## src/rtl/aes_gf_pkg.sv

```systemverilog
// aes_gf_pkg: shared AES GF(2^8) helpers, widths and the InvMixColumns FSM state type
package aes_gf_pkg;
  localparam int STATE_W = 128;
  localparam int COL_W = 32;
  localparam int BYTE_W = 8;
  localparam logic [7:0] AES_POLY = 8'h1b;
  typedef enum logic [1:0] {IDLE, BUSY, DONE} invMixState_t;

  function automatic logic [7:0] xtime(input logic [7:0] b);
    return {b[6:0], 1'b0} ^ (b[7] ? AES_POLY : 8'h00);
  endfunction

  function automatic logic [7:0] gf_mul9(input logic [7:0] b);
    return xtime(xtime(xtime(b))) ^ b;
  endfunction

  function automatic logic [7:0] gf_mulb(input logic [7:0] b);
    return xtime(xtime(xtime(b))) ^ xtime(b) ^ b;
  endfunction

  function automatic logic [7:0] gf_muld(input logic [7:0] b);
    return xtime(xtime(xtime(b))) ^ xtime(xtime(b)) ^ b;
  endfunction

  function automatic logic [7:0] gf_mule(input logic [7:0] b);
    return xtime(xtime(xtime(b))) ^ xtime(xtime(b)) ^ xtime(b);
  endfunction

  // Encrypt-direction MixColumns on one column, byte 0 in the top bits
  function automatic logic [31:0] mix_column(input logic [31:0] c);
    logic [7:0] a0, a1, a2, a3;
    {a0, a1, a2, a3} = c;
    return {xtime(a0) ^ xtime(a1) ^ a1 ^ a2 ^ a3,
            a0 ^ xtime(a1) ^ xtime(a2) ^ a2 ^ a3,
            a0 ^ a1 ^ xtime(a2) ^ xtime(a3) ^ a3,
            xtime(a0) ^ a0 ^ a1 ^ a2 ^ xtime(a3)};
  endfunction
endpackage

```

## src/rtl/inv_mix_single_column.sv

```systemverilog
// inv_mix_single_column: combinational InvMixColumns of one 32-bit column
module inv_mix_single_column
  import aes_gf_pkg::*;
(
  input  logic [COL_W-1:0] colIn,
  output logic [COL_W-1:0] colOut
);
  logic [BYTE_W-1:0] a0, a1, a2, a3;
  assign {a0, a1, a2, a3} = colIn;
  assign colOut = {gf_mule(a0) ^ gf_mulb(a1) ^ gf_muld(a2) ^ gf_mul9(a3),
                   gf_mul9(a0) ^ gf_mule(a1) ^ gf_mulb(a2) ^ gf_muld(a3),
                   gf_muld(a0) ^ gf_mul9(a1) ^ gf_mule(a2) ^ gf_mulb(a3),
                   gf_mulb(a0) ^ gf_muld(a1) ^ gf_mul9(a2) ^ gf_mule(a3)};
endmodule

```

## src/rtl/inv_mix_columns_seq.sv

```systemverilog
// inv_mix_columns_seq: column-serial InvMixColumns with valid/ready handshakes
module inv_mix_columns_seq
  import aes_gf_pkg::*;
#(
  parameter int COLS_PER_CYCLE = 1
) (
  input  logic               clk,
  input  logic               rst_n,
  input  logic               in_valid,
  output logic               in_ready,
  input  logic [STATE_W-1:0] state_in,
  output logic               out_valid,
  input  logic               out_ready,
  output logic [STATE_W-1:0] state_out,
  output logic               busy
);
  if (COLS_PER_CYCLE != 1 && COLS_PER_CYCLE != 2 && COLS_PER_CYCLE != 4) begin : gBadCols
    $error("COLS_PER_CYCLE must be 1, 2 or 4");
  end
  localparam logic [1:0] STEP = 2'(COLS_PER_CYCLE);
  localparam logic [1:0] LAST = 2'(4 - COLS_PER_CYCLE);
  invMixState_t state;
  logic [1:0] colCnt;
  logic [STATE_W-1:0] workReg, nextWork;
  logic [1:0] colIdx [COLS_PER_CYCLE];
  logic [COL_W-1:0] colIn [COLS_PER_CYCLE];
  logic [COL_W-1:0] colOut [COLS_PER_CYCLE];
  for (genvar k = 0; k < COLS_PER_CYCLE; k++) begin : gCol
    assign colIdx[k] = colCnt + 2'(k);
    assign colIn[k] = workReg[STATE_W-1-COL_W*colIdx[k] -: COL_W];
    inv_mix_single_column uCol (.colIn(colIn[k]), .colOut(colOut[k]));
  end
  always_comb begin
    nextWork = workReg;
    for (int k = 0; k < COLS_PER_CYCLE; k++) nextWork[STATE_W-1-COL_W*colIdx[k] -: COL_W] = colOut[k];
  end
  assign in_ready = (state == IDLE) | ((state == DONE) & out_ready);
  assign state_out = workReg;
  // A capture takes priority so DONE with out_ready and in_valid goes straight back to BUSY
  always_ff @(posedge clk or negedge rst_n)
    if (!rst_n) begin
      state <= IDLE;
      colCnt <= '0;
      workReg <= '0;
      out_valid <= 1'b0;
      busy <= 1'b0;
    end else if (in_valid && in_ready) begin
      state <= BUSY;
      colCnt <= '0;
      workReg <= state_in;
      out_valid <= 1'b0;
      busy <= 1'b1;
    end else if (state == BUSY) begin
      workReg <= nextWork;
      colCnt <= colCnt + STEP;
      if (colCnt == LAST) begin
        state <= DONE;
        out_valid <= 1'b1;
        busy <= 1'b0;
      end
    end else if (state == DONE && out_ready) begin
      state <= IDLE;
      out_valid <= 1'b0;
    end
endmodule
```

## config.mk

```make
export PLATFORM = sky130hd
export DESIGN_NAME = inv_mix_columns_seq
export DESIGN_NICKNAME = d
export VERILOG_FILES = /design/src/rtl/aes_gf_pkg.sv /design/src/rtl/inv_mix_single_column.sv /design/src/rtl/inv_mix_columns_seq.sv
export SDC_FILE = /design/constraint.sdc
export NUM_CORES = 1
export LEC_CHECK = 0
export CORE_UTILIZATION = 31
export CTS_CLUSTER_DIAMETER = 80
export DETAILED_ROUTE_END_ITERATION = 8
export RECOVER_POWER = 50
export SLEW_MARGIN = 10
export SYNTH_ARGS = -nofsm -noshare
export SYNTH_HDL_FRONTEND = slang
export SYNTH_SLANG_ARGS = --single-unit
export TNS_END_PERCENT = 5
```

## constraint.sdc

```tcl
create_clock -name clk -period 5.7 [get_ports clk]
set_input_delay 1.14 -clock clk [delete_from_list [all_inputs] [get_ports clk]]
set_output_delay 1.14 -clock clk [all_outputs]
set_load 0.02 [all_outputs]
```

* Yosys cells after proc, flatten, opt, wreduce, memory -nomap -nowiden *
Index checks and enable logic that the tools add are counted.

storage, ports and cells
  register bits after elaboration = 134
  output and inout bits = 131
  word-level logic and storage cells = 101

operators by class
  add/sub/neg operators = 3
  eq/ne operators = 4
  shift-type cells = 3
  multiplexer cells = 28
  bitwise operators = 50
  reductions and logical operators = 8

operators with widths
  kind                       number
  $xor 8x8->8                48
  $mux 128                   2
  $shift 32x34->159 const A  1
  $shiftx 159x33->32         1
  $shiftx 32x34->159         1
  $bwmux 128                 1
  $mux 5                     12
  $neg 32->34                1
  $mux 2                     6
  $sub 7x7->8 const A        1
  $mux 1                     7
  $eq 2x2->1 const B         2
  $reduce_and 2->1           2
  $reduce_bool 2->1          2
  $ne 3x2->1 const B         1
  $reduce_bool 3->1          1
  $add 2x1->2 const B        1
  $eq 2x1->1 const B         1
  $logic_and 1x1->1          2
  $logic_not 2->1            1
  $and 1x1->1                1
  $or 1x1->1                 1

* Longest topological paths before layout *
  word-level depth = 17
  gate-level depth with buffers = 11
  mapped depth without buffers = 6

* Modules after synthesis *
Synthesis repeated with hierarchy kept, for this count alone.

second synthesis, totals
  cells, all modules = 865
  area, all modules = 9873.2 µm²

modules (own cells, without submodules)
  module                 times used  cells an instance  area an instance (µm²)  seq. area each (µm²)
  inv_mix_columns_seq    1           652                7482.2                  3328.2
  inv_mix_single_column  1           213                2391.0                  0.0

* Worst setup path after synthesis *
No wires, ideal clock.

  path type = register -> register
  start = reg colCnt[0]
  end = reg workReg[12] (netlist: state_out[12])
  setup time = 82 ps
  arrival = 2944 ps
  path slack = 2674 ps
  cell stages (with the launch flop) = 9
  period minus slack after synthesis = 3026 ps
  cell sequence = dfrtp_1 > buf_6 > mux4_2 > buf_2 > xor2_2 > xnor3_2 > xor3_1 > xnor3_2 > o22ai_1

between the ends
  word-level cells in the longest chain between the ends = 15
  elaborated cells between the ends (all ways) = 68

RTL lines
  element                                                     RTL line                                              text
  start: declaration                                          inv_mix_columns_seq.sv:23                             logic [1:0] colCnt;
  start signal: assignment                                    inv_mix_columns_seq.sv:55                             colCnt <= colCnt + STEP;
  $sub 7x7->8 *                                               inv_mix_columns_seq.sv:30, inv_mix_columns_seq.sv:35
  $shiftx 159x33->32                                          inv_mix_columns_seq.sv:30                             assign colIn[k] = workReg[STATE_W-1-COL_W*colIdx[k] -: COL_W];
  $xor 8x8->8 / $mux 5 (equally long branches) (2 in series)  aes_gf_pkg.sv:10                                      return {b[6:0], 1'b0} ^ (b[7] ? AES_POLY : 8'h00);
  $mux 5 / $xor 8x8->8 (equally long branches)                aes_gf_pkg.sv:10
  $xor 8x8->8                                                 aes_gf_pkg.sv:10
  $xor 8x8->8, on equally long branches (2 in series)         aes_gf_pkg.sv:18, aes_gf_pkg.sv:22, aes_gf_pkg.sv:26
  $xor 8x8->8, on equally long branches (3 in series)         -
  $shiftx 32x34->159                                          inv_mix_columns_seq.sv:35                             for (int k = 0; k < COLS_PER_CYCLE; k++) nextWork[STATE_W-1-COL_W*colIdx[k] -: COL_W] = colOut[k];
  $bwmux 128 *                                                inv_mix_columns_seq.sv:35
  $mux 128 *                                                  inv_mix_columns_seq.sv:53                             end else if (state == BUSY) begin
  $mux 128 *                                                  inv_mix_columns_seq.sv:47                             end else if (in_valid && in_ready) begin
  end signal: assignment                                      inv_mix_columns_seq.sv:50                             workReg <= state_in;
  end signal: assignment                                      inv_mix_columns_seq.sv:54                             workReg <= nextWork;
  end: declaration                                            inv_mix_columns_seq.sv:24                             logic [STATE_W-1:0] workReg, nextWork;

Mark *: on every way between the ends. The rest lies on a longest branch, timed or not. The select of a mux whose other input is x is not followed.
A chain may end at the register's enable or synchronous reset.

* Final worst setup path *
  start = reg colCnt[0]
  end = reg workReg[106] (netlist: state_out[106])

Same word-level chain as after synthesis.

==> results.sh <==
export IMPL_gr_usage_all_layers_pct=23.6
export IMPL_cts_max_path_buffers=2
export IMPL_whs_endpoint="busy"
export IMPL_post_route_period_util_pct=80.9
export IMPL_hold_viol=0
export IMPL_clk_latency_ns=0.42
export IMPL_die_y_um=166
export IMPL_grt_overflow=0
export IMPL_gp_congestion=0.952
export IMPL_hold_ws_ns=0.483
export IMPL_worstSetupPathType="register to register"
export IMPL_slew_violations=81
export IMPL_syn_area_um2=8390
export IMPL_initial_core_util_pct=31.9
export IMPL_top_layer_used="met4"
export IMPL_dpl_cell_area_um2=11300
export IMPL_wirelength_met1_um=13900
export IMPL_slew_headroom_pct=-95.9
export IMPL_final_layout_size_suffix_gt1_share_pct=10.1
export IMPL_ys_ff_latch=133
export IMPL_crit_path_start_kind="register"
export IMPL_antenna_cells=0
export IMPL_postCtsSetupBuffers=0
export IMPL_yosys_warnings=0
export IMPL_grt_pass1_vias=7523
export IMPL_violations="design-rule violations, max-capacitance violations, max-slew violations"
export IMPL_route_met2_wl_um=15500
export IMPL_r2r_end="state_out[106]"
export IMPL_setup_violations=0
export IMPL_tightest_slew_ns=2.94
export IMPL_cp_max_fo=27
export IMPL_htreeDepth=4
export IMPL_cts_reportedPaths_clkPinSlew_ns=0.06
export IMPL_hp_class="register to register"
export IMPL_viasPerCell=5.44
export IMPL_final_area_um2=11900
export IMPL_area_growth_pct=41.9
export IMPL_cp_end_kind="register"
export IMPL_fmax_mhz=217
export IMPL_regToRegSetupSlack_ns=1.09
export IMPL_cts_tree="built"
export IMPL_cts_buffers=17
export IMPL_status="finished with violations"
export IMPL_antenna_found_initial=0
export IMPL_fin_skew_ns=0.0109
export IMPL_fp_dieW_um=166
export IMPL_grt_pass1_wl_um=48600
export IMPL_drc=13
export IMPL_hold_depth=2
export IMPL_r2r_start="colCnt[0]"
export IMPL_dr_pass1_iters=8
export IMPL_pin_count=263
export IMPL_setup_tns_final_ns=0
export IMPL_crit_required_ns=5.96
export IMPL_grt_start_max_net_pins=74
export IMPL_rsz0062_at_grt="no"
export IMPL_clock_sinks=133
export IMPL_drt_iter0_drc=575
export IMPL_final_cell_mix="clkdlybuf4s50_1 (199), dfrtp_1 (132), xnor2_1 (102)"
export IMPL_finalWirelength_um=32500
export IMPL_drv_cap=2
export IMPL_postSynthCellCount=727
export IMPL_ctsHoldBuffers=0
export IMPL_syn_avg_cell_area_um2=11.5
export IMPL_num_nets_final=1097
export IMPL_vias=7127
export IMPL_reg2regPathDepth=7
export IMPL_coreArea_um2=26300
export IMPL_wire_per_inst_um=24.8
export IMPL_ys_types=29
export IMPL_io_buffer_count=262
export IMPL_cts_resized=0
export IMPL_wl_met3_um=2210
export IMPL_arrival_ns=4.87
export IMPL_dp_hpwl_um=23600
export IMPL_post_route_min_period_ns=4.61
export IMPL_fp_dieArea_um2=27700
export IMPL_ys_seq_area_share_pct=39.7
export IMPL_antenna_left=0
export IMPL_rows=59
export IMPL_syn_nets=863
export IMPL_hp_start="busy"
export IMPL_layout_commonest_cell="clkdlybuf4s50_1"
export IMPL_cts_root_buf="clkbuf_16"
## area by class of cell
class	count	area, um^2
Clock buffer	24	482
Clock inverter	8	148
Fill cell	2478	14400
Inverter	4	15.0
Multi-Input combinational cell	528	4780
Sequential cell	133	3330
Tap cell	335	419
Timing Repair Buffer	277	2720
## routing by layer
metal	vias up	global-route usage, %
met5	-	0
met2	355	37.6
li1	3148	-
met4	0	8.17
met1	3580	31.9
met3	44	4.80
## worst max-delay path by stage
stage | start | endpoint | slack (ns) | cells after the start
2_1_floorplan | colCnt[0] | state_out[12] | 2.67 | 8
3_3_place_gp | colCnt[0] | state_out[50] | 1.71 | 7
3_5_place_dp | colCnt[0] | state_out[42] | 1.63 | 7
4_1_cts | colCnt[0] | state_out[42] | 1.64 | 7
5_1_grt | colCnt[0] | state_out[42] | 0.71 | 7
6_report | colCnt[0] | state_out[106] | 1.09 | 7
## state kept, by name, indices dropped and copies added (netlist names)
signal / count
state_out: 128
colCnt: 2
out_valid: 1
state: 1
busy: 1
## critical path, stage by stage, from the launching register on
cell	delay (ns)
dfrtp_1	1.50
buf_4	0.44
mux4_2	0.70
xnor2_1	0.35
xnor2_1	0.22
xnor3_1	0.41
xnor2_1	0.62
o21ai_0	0.19
## synthesized netlist by cell type
cell | number | share of area (%)
dfrtp_1 | 133 | 40
xnor2_1 | 102 | 11
a22oi_1 | 96 | 8.6
o21ai_0 | 88 | 5.3
clkbuf_1 | 43 | 1.9
a21oi_1 | 37 | 2.2
nor2_1 | 37 | 1.7
mux4_2 | 32 | 8.6
o22ai_1 | 32 | 2.4
xor2_1 | 29 | 3.0
xnor3_1 | 26 | 7.0
buf_2 | 12 | 0.72
xnor2_2 | 11 | 2.1
o21ai_1 | 9 | 0.54
nand2_1 | 5 | 0.22
xor3_1 | 5 | 1.4
buf_6 | 4 | 0.54
ha_1 | 4 | 0.60
inv_1 | 4 | 0.18
xnor3_2 | 3 | 0.85
xor2_2 | 3 | 0.58
and2_1 | 2 | 0.15
buf_4 | 2 | 0.18
nand3_1 | 2 | 0.12
nand4_1 | 2 | 0.15
buf_8 | 1 | 0.18
nor2b_1 | 1 | 0.075
o21a_1 | 1 | 0.090
xnor2_4 | 1 | 0.33
## cell families (layout without fill, tap and decap cells)
group / count (synthesis) / after routing / synth area share, %
adders and majority gates: 4 / 4 / 0.597
muxes: 32 / 32 / 8.59
buffers and inverters: 66 / 313 / 3.71
xor gates and xnor gates: 180 / 180 / 26.0
AOI/OAI and AO/OA: 263 / 263 / 19.1
DFF: 133 / 133 / 39.7
and+or+nand+nor: 49 / 49 / 2.37
## per-stage QoR
step | setup WS, ns | utilization [%] | cells
finish | 1.09 | 45.3 | 1309
global route | 0.710 | 45.3 | 1309
CTS | 1.64 | 45.3 | 1309
detailed placement | 1.63 | 42.9 | 1277
global placement | 1.71 | 42.9 | 1277
floorplan | 2.67 | - | 727
Power is left out: the tool's default activity adds up to more than one toggle a clock period on the data nets, which glitch-free logic cannot reach.
==> patch (same settings) <==
Reset style: synchronous (`rst_n`), changed in one clocked block.
--- a/src/rtl/inv_mix_columns_seq.sv
+++ b/src/rtl/inv_mix_columns_seq.sv
@@ -39,3 +39,3 @@
   // A capture takes priority so DONE with out_ready and in_valid goes straight back to BUSY
-  always_ff @(posedge clk or negedge rst_n)
+  always_ff @(posedge clk)
     if (!rst_n) begin
Behaviour: not the same (a bounded check fails within 4 cycles, from zero or initial values and one cycle with rst_n low; the reset may be asserted at any time).
==> patch against the original RTL <==
The run still ends with design-rule violations, max-capacitance violations, max-slew violations left; routed wire length shrank 0.92%; cell area shrank 2.9%; utilization grew 0.081 points; largest cell class unchanged; sequential cell count is the same; area after synthesis shrank 2.8%; worst setup slack gained 0.20 ns; non-clock buffer count shrank 3.
Power is not shown: default switching activity piles up to over one toggle a cycle in this logic, so the estimate is an artifact.
==> patch: results (changes against the original RTL) <==
Run status
  • Result of the run: finished, violations left
  • Violations in the final reports: design-rule violations, max-capacitance violations, max-slew violations

Route
  • 1st-pass router iterations: 9 (+1)
  • Wire length per cell: 24.9 microns (+0.54%)
  • DRC violation count after routing: 3 (-10)
  • DRC violation total after the first TritonRoute iteration: 1140 (+98%)
  • Vias per inst: 5.62 (+3.3%)
  • Total vias in the final route: 7253 (+1.8%)

Place
  • Detail Placement HPWL: 23.3 mm (-1.1%)
  • Placement Cell Area: 11000 sq um (-2.5%)
  • Number of instances in the placed design: 1258 (-1.5%)
  • Placer congestion estimate: 0.929 (-2.4%)

Clocking
  • Root buf cell: clkbuf_16
  • Clock network latency to the later pin of the worst-skew pair: ~0.43 ns
  • PostCTS Resize Cnt: 0 (unchanged)
  • Clk buf depth: 2 (unchanged)
  • Clock-pin slew of the registers on the worst-case setup and hold paths: 0.06 ns (about the same)

Logic synthesis
  • Synthesized area per cell: 11.2 sq um (-2.9%)
  • Library cells used by synthesis: 34 (+17%)
  • Dominant synthesized flop cell: dfxtp_1
  • Post-synthesis async set-or-reset flop share: 0 (-1.00)
  • Proportion of synthesized area in mux cells: 0.0921 (+0.00612)
  • Synth area leaders: dfxtp_1 (33%), a222oi_1 (14%), xnor2_1 (12%)
  • Synth Area in XOR/XNOR: 0.254 (-0.00582)
  • Yosys Warn Count: 0 (unchanged)
  • Area of the mapped netlist: 8160 sq um (-2.8%)
  • Synthesized netlist net count: 864 (+0.12%)
  • Synth Area in Adders: 0.00614 (+0.000169)
  • Fraction of the yosys area taken by sequential cells: 0.326 (-0.0704)
  • Post-synthesis compound-gate area fraction: 0.171 (-0.0201)
  • Top cell types by occurrence after synthesis: dfxtp_1 (133), nor2b_1 (117), a222oi_1 (116), xnor2_1 (114), clkbuf_1 (57)

Min path
  • Worst Hold Endpoint: state[0]$_SDFFE_PN0P_
  • Source of the worst hold timing path: state[0]$_SDFFE_PN0P_
  • Hold Path Stages: 2 (unchanged)
  • Hold Crit Class: reg2reg

Worst setup path
  • Destination of the worst register-to-register timing path: state_out[74]$_SDFFE_PN0P_
  • Largest fanout of any net on the critical path: 29 (+7.4%)
  • Reg-to-reg critical path startpoint: colCnt[0]$_SDFFE_PP0P_
  • Slowest stage delay, CP: 1.03 ns (-0.47 ns)
  • Largest delay share family, worst path: XOR/XNOR gates
  • Library cell contributing the largest single delay on the critical path: dfxtp_2
  • CP arrival: 4.71 ns (-0.16 ns)

STA
  • Number of pins exceeding their max-slew limit in the final report: 74 (-8.6%)
  • Tightest hold margin: 0.538 ns (+0.0549 ns)
  • Worst relative slew slack: -0.835 (+0.124)
  • Clock skew after layout: 0.0136 ns (+0.00266 ns)

GRT
  • Largest net degree at the start of global routing: 83 (+12%)
  • Total global-route track usage: 0.238 (+0.00200)
  • Global-route wire length before repair: 46.7 mm (-3.9%)

Finish
  • Ratio of cells with drive above 1 in the final layout: 0.0938 (-0.00687)
  • Number of antenna diodes: 0 (unchanged)
  • Fill cell instance count of the final layout: 2341 (-5.5%)
  • Nets: 1083 (-1.3%)

Flow run
  • Number of violations of the max-capacitance limit: 1 (-1)
==> patch: cell count changes after synthesis, sizes merged, moves of 11 or more <==
cell,change
nand2,+11
dfrtp,-133
a21oi,-31
o21ai,-86
dfxtp,+133
nor2b,+116
a22oi,-92
a222oi,+116
nor2,-33
clkbuf,+14
o22ai,-32
==> patch: per-layer routing <==
metal	track usage	up-vias	part of all wire
met5	0	-	0
met4	0.0804	0	0.025
met3	0.0497	47	0.089
met2	0.382	421	0.48
met1	0.316	3548	0.41
li1	-	3237	-
==> patch: cell type report <==
| class | count | area, sq um | area share |
|---|---|---|---|
| Multi-Input combinational cell | 517 | 5200 | 0.450 |
| Timing Repair Buffer | 274 | 2700 | 0.234 |
| Sequential cell | 133 | 2670 | 0.231 |
| Clock buffer | 20 | 457 | 0.0395 |
| Tap cell | 330 | 413 | 0.0357 |
| Clock inverter | 12 | 105 | 0.00910 |
| Inverter | 4 | 15.0 | 0.00130 |
==> patch: tightest hold or removal path: stages (launching register included) <==
cell	delay, ns
dfxtp_1	0.34
o21ai_0	0.07
a21boi_0	0.07
==> patch: how the worst max path moves through the flow <==
stage                                 startpoint                           to  slack [ns]  cells after the start
after global placement    colCnt[0]$_SDFFE_PP0P_   state_out[74]$_SDFFE_PN0P_        1.42                      7
after global routing      colCnt[0]$_SDFFE_PP0P_   state_out[74]$_SDFFE_PN0P_        1.10                      7
after detailed placement  colCnt[0]$_SDFFE_PP0P_   state_out[42]$_SDFFE_PN0P_        1.34                      7
after CTS                 colCnt[0]$_SDFFE_PP0P_   state_out[74]$_SDFFE_PN0P_        1.29                      7
final                     colCnt[0]$_SDFFE_PP0P_   state_out[74]$_SDFFE_PN0P_        1.30                      7
after floorplan           colCnt[0]$_SDFFE_PP0P_  state_out[126]$_SDFFE_PN0P_        2.51                     11
